===== src/rtl/register_file_ext_if.sv =====
// Bus between the core datapath and the register file: one write port,
// two combinational read ports, and the init/error status flags.
interface register_file_ext_if #(
    parameter int XLEN = 32
);
    logic            phase_writeback;
    logic [4:0]      rdsel;
    logic [XLEN-1:0] rddata;
    logic [4:0]      rs1sel;
    logic [4:0]      rs2sel;
    logic [XLEN-1:0] rs1data;
    logic [XLEN-1:0] rs2data;
    logic            init_done;
    logic            reg_err;

    modport master (
        output phase_writeback, rdsel, rddata, rs1sel, rs2sel,
        input  rs1data, rs2data, init_done, reg_err
    );

    modport slave (
        input  phase_writeback, rdsel, rddata, rs1sel, rs2sel,
        output rs1data, rs2data, init_done, reg_err
    );
endinterface


===== src/rtl/register_file_ext.sv =====
// RV32I/RV32E register file with post-reset clearing sequencer, optional
// writeback-to-read bypass and sticky out-of-range select detection.
module register_file_ext #(
    parameter int XLEN   = 32,
    parameter int NREG   = 32,
    parameter bit BYPASS = 1'b1
) (
    input  logic               clk,
    input  logic               rst,
    register_file_ext_if.slave bus
);
    localparam int            IW       = $clog2(NREG);
    localparam logic [5:0]    NREG_LIM = 6'(NREG);
    localparam logic [IW-1:0] LAST     = IW'(NREG - 1);

    typedef enum logic {CLEAR, READY} state_t;

    state_t          state;
    state_t          state_next;
    logic [IW-1:0]   cidx;
    logic [XLEN-1:0] regs [NREG];
    logic            ready;
    logic            clearing;
    logic            rd_in, rs1_in, rs2_in;
    logic            rd_ok, rs1_ok, rs2_ok;
    logic            wr_en;
    logic            err_hit;
    logic [IW-1:0]   rd_idx, rs1_idx, rs2_idx;
    logic [XLEN-1:0] rs1_val, rs2_val;

    always_ff @(posedge clk) begin
        if (rst) begin
            state <= CLEAR;
        end else begin
            state <= state_next;
        end
    end

    always_comb begin
        state_next = state;
        case (state)
            CLEAR:   if (cidx == LAST) state_next = READY;
            READY:   state_next = READY;
            default: state_next = CLEAR;
        endcase
    end

    always_comb begin
        ready    = (state == READY);
        clearing = (state == CLEAR);
    end

    // Range checks are done on a widened select so nothing above NREG aliases
    // onto a low register once the select is truncated to an array index.
    always_comb begin
        rd_in   = ({1'b0, bus.rdsel}  < NREG_LIM);
        rs1_in  = ({1'b0, bus.rs1sel} < NREG_LIM);
        rs2_in  = ({1'b0, bus.rs2sel} < NREG_LIM);
        rd_ok   = rd_in  && (bus.rdsel  != 5'd0);
        rs1_ok  = rs1_in && (bus.rs1sel != 5'd0);
        rs2_ok  = rs2_in && (bus.rs2sel != 5'd0);
        rd_idx  = bus.rdsel[IW-1:0];
        rs1_idx = bus.rs1sel[IW-1:0];
        rs2_idx = bus.rs2sel[IW-1:0];
        wr_en   = ready && !rst && bus.phase_writeback && rd_ok;
        err_hit = !rs1_in || !rs2_in || (bus.phase_writeback && !rd_in);
    end

    always_ff @(posedge clk) begin
        if (rst) begin
            cidx <= IW'(1);
        end else if (clearing) begin
            cidx <= cidx + IW'(1);
        end
    end

    always_ff @(posedge clk) begin
        if (clearing && !rst) begin
            regs[cidx] <= '0;
        end else if (wr_en) begin
            regs[rd_idx] <= bus.rddata;
        end
    end

    always_ff @(posedge clk) begin
        if (rst) begin
            bus.reg_err <= 1'b0;
        end else if (ready && err_hit) begin
            bus.reg_err <= 1'b1;
        end
    end

    always_comb begin
        rs1_val = '0;
        rs2_val = '0;
        if (ready) begin
            if (BYPASS && bus.phase_writeback && rd_ok && (bus.rdsel == bus.rs1sel)) begin
                rs1_val = bus.rddata;
            end else if (rs1_ok) begin
                rs1_val = regs[rs1_idx];
            end
            if (BYPASS && bus.phase_writeback && rd_ok && (bus.rdsel == bus.rs2sel)) begin
                rs2_val = bus.rddata;
            end else if (rs2_ok) begin
                rs2_val = regs[rs2_idx];
            end
        end
    end

    assign bus.rs1data   = rs1_val;
    assign bus.rs2data   = rs2_val;
    assign bus.init_done = ready;
endmodule

===== src/flat_wrapper.sv =====
// flat-port wrapper written by rule: the top's interface ports become plain ports
module register_file_ext_flat 
#(
    parameter int XLEN   = 32,
    parameter int NREG   = 32,
    parameter bit BYPASS = 1'b1
)
  (clk, rst, bus_phase_writeback, bus_rdsel, bus_rddata, bus_rs1sel, bus_rs2sel, bus_rs1data, bus_rs2data, bus_init_done, bus_reg_err);
  register_file_ext_if #(.XLEN(XLEN)) bus_i ();
  input  logic clk;
  input  logic rst;
  input wire logic [$bits(bus_i.phase_writeback)-1:0] bus_phase_writeback;
  input wire logic [$bits(bus_i.rdsel)-1:0] bus_rdsel;
  input wire logic [$bits(bus_i.rddata)-1:0] bus_rddata;
  input wire logic [$bits(bus_i.rs1sel)-1:0] bus_rs1sel;
  input wire logic [$bits(bus_i.rs2sel)-1:0] bus_rs2sel;
  output wire logic [$bits(bus_i.rs1data)-1:0] bus_rs1data;
  output wire logic [$bits(bus_i.rs2data)-1:0] bus_rs2data;
  output wire logic [$bits(bus_i.init_done)-1:0] bus_init_done;
  output wire logic [$bits(bus_i.reg_err)-1:0] bus_reg_err;
  assign bus_i.phase_writeback = bus_phase_writeback;
  assign bus_i.rdsel = bus_rdsel;
  assign bus_i.rddata = bus_rddata;
  assign bus_i.rs1sel = bus_rs1sel;
  assign bus_i.rs2sel = bus_rs2sel;
  assign bus_rs1data = bus_i.rs1data;
  assign bus_rs2data = bus_i.rs2data;
  assign bus_init_done = bus_i.init_done;
  assign bus_reg_err = bus_i.reg_err;
  register_file_ext #(.XLEN(XLEN), .NREG(NREG), .BYPASS(BYPASS)) u_core (.clk(clk), .rst(rst), .bus(bus_i));
endmodule

===== config.mk =====
export PLATFORM = sky130hd
export DESIGN_NAME = register_file_ext_flat
export DESIGN_NICKNAME = d
export VERILOG_FILES = /design/src/rtl/register_file_ext_if.sv /design/src/rtl/register_file_ext.sv /design/src/flat_wrapper.sv
export SDC_FILE = /design/constraint.sdc
export NUM_CORES = 1
export LEC_CHECK = 0
export CORE_MARGIN = 10
export CORE_UTILIZATION = 69
export CTS_BUF_LIST = sky130_fd_sc_hd__clkbuf_4 sky130_fd_sc_hd__clkbuf_8
export DETAILED_ROUTE_END_ITERATION = 12
export PLACE_DENSITY = 0.87
export SKIP_CTS_REPAIR_TIMING = 1
export SYNTH_ARGS = -nofsm -noshare
export SYNTH_HDL_FRONTEND = slang
export SYNTH_SLANG_ARGS = --single-unit
export TNS_END_PERCENT = 100

===== constraint.sdc =====
create_clock -name clk -period 9.1 [get_ports clk]
set_clock_uncertainty 0.15 [all_clocks]
set_input_delay 0.91 -clock clk [delete_from_list [all_inputs] [get_ports clk]]
set_output_delay 0.91 -clock clk [all_outputs]
set_load 0.02 [all_outputs]

### After elaboration in Yosys (flattened, before gate mapping)

Memories as Yosys holds them, arrays and structs flattened.
Index checks and enable logic that the tools add are counted.

* output and inout bits: 66
* bits in latches: 0
* memories: 1
* RAM bits: 1024
* register bits after elaboration: 6
* ROM bits: 0

* reductions and logical operators: 12
* magnitude comparators: 0
* equality and inequality tests: 3
* bitwise logic cells: 1
* multipliers: 0
* shifts and indexed selects: 0
* div/mod/pow operators: 0
* $add $sub $neg: 1
* mux-type cells: 16

Memory list
* u_core.regs: words 32, width 32, rd ports 2, clocked after memory_dff 0, write ports 1, RTL line register_file_ext.sv:21 `logic [XLEN-1:0] regs [NREG];`

Operators with widths (number)
* $mux W32: 7
* $reduce_or A32 Y1: 1
* $reduce_bool A5 Y1: 3
* $eq A5 B5 Y1: 2
* $logic_and A1 B1 Y1: 7
* $mux W1: 7
* $add A5 B1 Y5 const B: 1
* $eq A5 B5 Y1 const B: 1
* $mux W5: 1
* $pmux W1 S2: 1
* $logic_not A1 Y1: 1
* $not A1 Y1: 1

### Longest topological paths before layout

* depth in word-level cells: 9
* depth in mapped cells: 9

### Worst setup path before layout

No wires, ideal clock.

* path kind: input to register
* start point: in bus_rdsel[4]
* end point: mem u_core.regs[1][0] (enable)
* required time: 8.489 ns
* arrival: 4.559 ns
* slack: 3.930 ns
* path buffers: 2
* cell stages on the path: 6
* cell sequence: buf_2 -> or4_4 -> o2111a_1 -> buf_6 -> mux2_4 -> nor3_1

* longest elaborated chain between the ends: 7

RTL lines
* start: declaration: RTL line flat_wrapper.sv:13 `input wire logic [$bits(bus_i.rdsel)-1:0] bus_rdsel;`
* $reduce_bool A5 Y1: RTL line register_file_ext.sv:59 `rd_ok = rd_in && (bus.rdsel != 5'd0);`
* $logic_and A1 B1 Y1: RTL line register_file_ext.sv:65 `wr_en = ready && !rst && bus.phase_writeback && rd_ok;`
* $mux W1: RTL line register_file_ext.sv:80 `end else if (wr_en) begin`
* $mux W1: RTL line register_file_ext.sv:78 `if (clearing && !rst) begin`
* $mux W1 (implied by the code): RTL line register_file_ext.sv:81 `regs[rd_idx] <= bus.rddata;`
* $reduce_or A32 Y1 (no source line)
* $mux W5 (no source line) / $mux W1 (equally long branches)
* end: declaration: RTL line register_file_ext.sv:21

Several ways; a longest one is shown, not always the timed one.

### Worst setup path after layout

* start point: in bus_rs2sel[2]
* end point: out bus_rs2data[1]

* longest elaborated chain between the ends: 4

RTL lines
* start: declaration: RTL line flat_wrapper.sv:16 `input wire logic [$bits(bus_i.rs2sel)-1:0] bus_rs2sel;`
* $mem_v2 Z32 W32, or another cell as far along
* $mux W32 / $logic_and A1 B1 Y1 (equally long branches): RTL line register_file_ext.sv:104, register_file_ext.sv:102
* $mux W32 *: RTL line register_file_ext.sv:102 `if (BYPASS && bus.phase_writeback && rd_ok && (bus.rdsel == bus.rs2sel)) begin`
* $mux W32 *: RTL line register_file_ext.sv:96 `if (ready) begin`
* end: declaration: RTL line flat_wrapper.sv:18 `output wire logic [$bits(bus_i.rs2data)-1:0] bus_rs2data;`

Mark *: on every way between the ends. The rest lies on a longest branch, timed or not.

==> results.rst <==
.. list-table::
   :header-rows: 1

   * - Metric
     - Value
   * - Origin of the worst min-delay path
     - u_core.cidx[1]$_SDFFE_PP0N_
   * - Switching pwr
     - ~2200 µW
   * - Xor and xnor fraction of the mapped netlist area
     - less than 1%
   * - Insertion delay to the later sink of the worst-skew pair
     - around 0.8 ns
   * - Antenna Nets Post-Route
     - 0
   * - Switching Share
     - 23.0%
   * - Clock tree from TritonCTS
     - done
   * - Global-route usage over all layers
     - between 30 and 40%
   * - CP delay by family, top
     - buffers and inverters
   * - Internal power contribution
     - ~7400 µW
   * - Cell at the slowest stage of the critical path
     - nor3_2
   * - Sum of met2 wire segment lengths after detailed routing
     - roughly 65000 µm
   * - Total negative slack for setup checks
     - 0 ns
   * - Leakage power
     - 0.0149 µW
   * - Chip Height
     - about 280 µm
   * - Largest net degree at the start of global routing
     - between 80 and 90
   * - Number of cells on the worst reg-to-reg path
     - 6
   * - Rel. slew slack
     - 16.6%
   * - CTS clk-pin slew, worst paths
     - approximately 0.060 ns
   * - Commonest cells after routing, fill and taps aside
     - edfxtp_1, mux4_2, a22oi_1, clkbuf_8, clkdlybuf4s50_1
   * - Max FO, Critical Path
     - 36
   * - Horizontal die dimension
     - about 280 µm
   * - Top-level port count
     - between 100 and 150
   * - Dominant combinational cell family by area after synthesis
     - multiplexers
   * - Cell row count
     - 96
   * - Final wirelength
     - approximately 140000 µm
   * - Share of post-route cells with drive strength above 1
     - approximately a third
   * - Transition time of the tightest slew-check pin
     - around 1.3 ns
   * - Clock period minus final worst setup slack
     - just under 6 ns
   * - Post-Syn Area per Cell
     - about 20 µm²
   * - Simple-gate share of the synthesized area
     - about 1.3%
   * - Status
     - finished, final reports clean
   * - Worst R2R Setup Slack
     - roughly 4.7 ns
   * - Top routing layer in use
     - met5
   * - Post-detailed-placement half-perimeter wirelength
     - 77500 µm
   * - Crit path buffers/inverters
     - 4
   * - Maximum buffer depth of the clock tree
     - 3
   * - Nets
     - approximately 2500
   * - Peak per-stage delay on the critical path
     - ~0.72 ns
   * - CORE AREA
     - slightly below 0.07 mm²
   * - Part of the power in combinational logic
     - 6.7%
   * - Num CTS Buffers
     - about 160
   * - Worst supply voltage drop on vdd
     - 0.190 mV
   * - Worst Path Required
     - approximately 8 ns
   * - Dominant cells by area after synthesis
     - edfxtp_1, mux4_2, a22oi_1
   * - Crit Reg-Reg Endpoint
     - u_core.regs[21][26]$_DFFE_PP_
   * - Post-Synthesis Cells
     - 2353
   * - Total overflow reported by the global router
     - 0
   * - Initial Utilization
     - 69.5%
   * - Startpoint class of the critical path
     - input port
   * - Levels on crit path
     - 8
   * - Final standard cell area without fillers
     - roughly 0.053 mm²
   * - Number of nets produced by synthesis
     - about 2400
   * - Number of enable-type register cells in the synthesized netlist
     - approximately 1000
   * - Share of the synthesized area in the top cell type
     - 64.6%
   * - Classification of the worst setup path
     - input port to output pin
   * - Power per unit of standard cell area
     - about 180 mW/mm²
   * - Die area
     - 0.0799 mm²
   * - Count of unresolved DRC violations after routing
     - 0
   * - Worst Hold Class
     - flop to flop
   * - Ys async rst share
     - 0%
   * - Port Buf Inserts
     - 114
   * - First-pass GRT wire length
     - slightly above 200000 µm
   * - Most common library cell in the layout ignoring fill and taps
     - edfxtp_1
   * - Post-synthesis cell type with the largest combined area
     - edfxtp_1
   * - Fraction of the mapped netlist area in adder cells
     - 0.0526%
   * - Yosys warning count
     - 0
   * - Flip-flop cell with the highest count after synthesis
     - edfxtp_1
   * - Depth of the CTS H-tree
     - 4
   * - Endpoint of the worst hold path
     - u_core.cidx[1]$_SDFFE_PP0N_
   * - Global placer's final weighted congestion
     - between 0.8 and 0.9
   * - Max Slew Vio Count
     - 0
   * - Hold Violations, Final
     - 0
   * - Final Setup Violations
     - 0
   * - Max-cap violations
     - 0
   * - Amount of wire on met3 after detailed routing
     - roughly 24000 µm
   * - Met1 layer wirelength in the final routing
     - between 40000 and 50000 µm
   * - Detail-routed via count per cell
     - ~8.3
   * - Share of power burned in registers
     - between 50% and 60%
   * - Clk sinks
     - approximately 1000
   * - Kind of end point of the critical path
     - output pin
   * - Post-Place Cell Area
     - about 0.05 mm²
   * - Number of antenna violations at the first check in global routing
     - 12
   * - Startpoint of the worst-slack reg-to-reg timing path
     - u_core.bus.init_done$_SDFF_PP0_
   * - Fraction of power consumed by the clock network
     - around two fifths
   * - Post-synthesis cell area
     - 0.0476 mm²
   * - Wire per inst
     - approximately 40 µm
   * - Max Freq
     - 0.170 GHz
   * - Multiplexer share of the synthesized area
     - 25.8%
   * - Router iterations before antenna repair
     - 6
   * - Most repeated library cell on the critical path
     - buf_4
   * - Worst hold stages
     - 2
   * - Yosys reg bits
     - about 1000
   * - Total via count in the routed design
     - between 20000 and 30000
   * - Number of global-route vias before repair
     - 29698
   * - Setup repair after global routing missed its margin
     - false
   * - Number of violations reported at the end of detailed-routing iteration 0
     - roughly 5600
   * - Area growth from synthesis to layout
     - 11.2%
   * - Register area share after synthesis
     - approximately 65%
   * - Worst path arrival time
     - between 4 and 5 ns
   * - Count of distinct cell types in the synthesized netlist
     - 45
   * - CTS Root Cell
     - clkbuf_8
   * - Crit share post-route
     - roughly 64%
   * - CP Cell Sequence
     - buf_6, buf_4, xnor2_1, nand3_1, nor3_2, buf_4, a221o_1, clkdlybuf4s50_1
   * - Compound-Gate Fraction of Synth Area
     - ~5.9%
==> synthesized netlist by cell type (all sizes together) (3+ instances only) <==
| master | number |
|---|---|
| edfxtp | 1024 |
| mux4 | 512 |
| a22oi | 192 |
| clkbuf | 116 |
| buf | 91 |
| mux2i | 70 |
| o21ai | 65 |
| a21oi | 64 |
| a221o | 64 |
| nor2 | 37 |
| and2 | 36 |
| nor2b | 11 |
| xnor2 | 11 |
| nor3 | 9 |
| dfxtp | 6 |
| nand2 | 6 |
| inv | 4 |
| nand2b | 4 |
| nand3 | 3 |
| or2 | 3 |
==> power groups by stage <==
stage	sequential [µW]	combinational [µW]	clock (µW)
final	5220	643	3760
after global routing	5220	664	3980
after CTS	5220	630	3750
after detailed placement	5320	628	0
after global placement	5310	619	0
after floorplan	5310	428	0
==> sequential cells by signal, summed over array words and instances (netlist names) <==
name / flops
u_core.bus.init_done: 1
u_core.regs: 1024
u_core.cidx: 5
==> cell families (layout without fill, tap and decap cells) <==
group                      after synthesis  count (layout)
other                                    1               4
buffers and inverters                  211             473
and+or+nand+nor                        117             117
muxes                                  584             584
xor gates and xnor gates                13              13
adders and majority gates                2               2
DFF                                   1030            1030
AOI/OAI and AO/OA                      395             395
==> how the worst max path moves through the flow <==
stage / startpoint / to / slack (ns)
6_report: bus_rs2sel[2] / bus_rs2data[1] / 3.23
5_1_grt: bus_rs2sel[2] / bus_rs2data[16] / 3.27
4_1_cts: bus_rdsel[4] / bus_rs2data[16] / 3.47
3_5_place_dp: bus_rdsel[4] / bus_rs2data[16] / 3.48
3_3_place_gp: bus_rdsel[4] / bus_rs2data[16] / 3.46
2_1_floorplan: bus_rdsel[4] / u_core.regs[1][0]$_DFFE_PP_ / 3.93
==> cell type report <==
class	instances	area, µm²
Fill cell	3450	15500
Clock inverter	74	398
Antenna cell	3	7.51
Tap cell	882	1100
Multi-Input combinational cell	1112	16200
Clock buffer	214	2650
Sequential cell	1030	30900
Inverter	4	15.0
Timing Repair Buffer	181	1690
==> worst reg2reg max path, stage by stage (launching register included) <==
cell      delay, ns
dfxtp_1        0.63
o2111a_1       0.61
buf_4          0.54
a32oi_1        0.50
nand2b_1       0.51
nor2_4         0.36
buf_4          0.72
==> metrics by stage <==
step	hold WS [ns]	worst slack (ns)	cells	utilization [%]	power, µW
2_1_floorplan	0.378	3.93	2353	-	5740
6_report	0.442	3.23	3500	77.3	9620
4_1_cts	0.437	3.47	3497	77.3	9600
3_5_place_dp	0.426	3.48	3209	72.8	5950
3_3_place_gp	0.413	3.46	3209	72.8	5930
5_1_grt	0.469	3.27	3499	77.3	9870
==> layer usage <==
metal  up-vias  global-route usage, %
met5         -                      0
met4         4                   19.3
met3       646                   14.1
met2      3169                   53.9
met1     14546                   45.9
li1      10695                      -
Note: power is estimated with default switching activity, not from simulation.
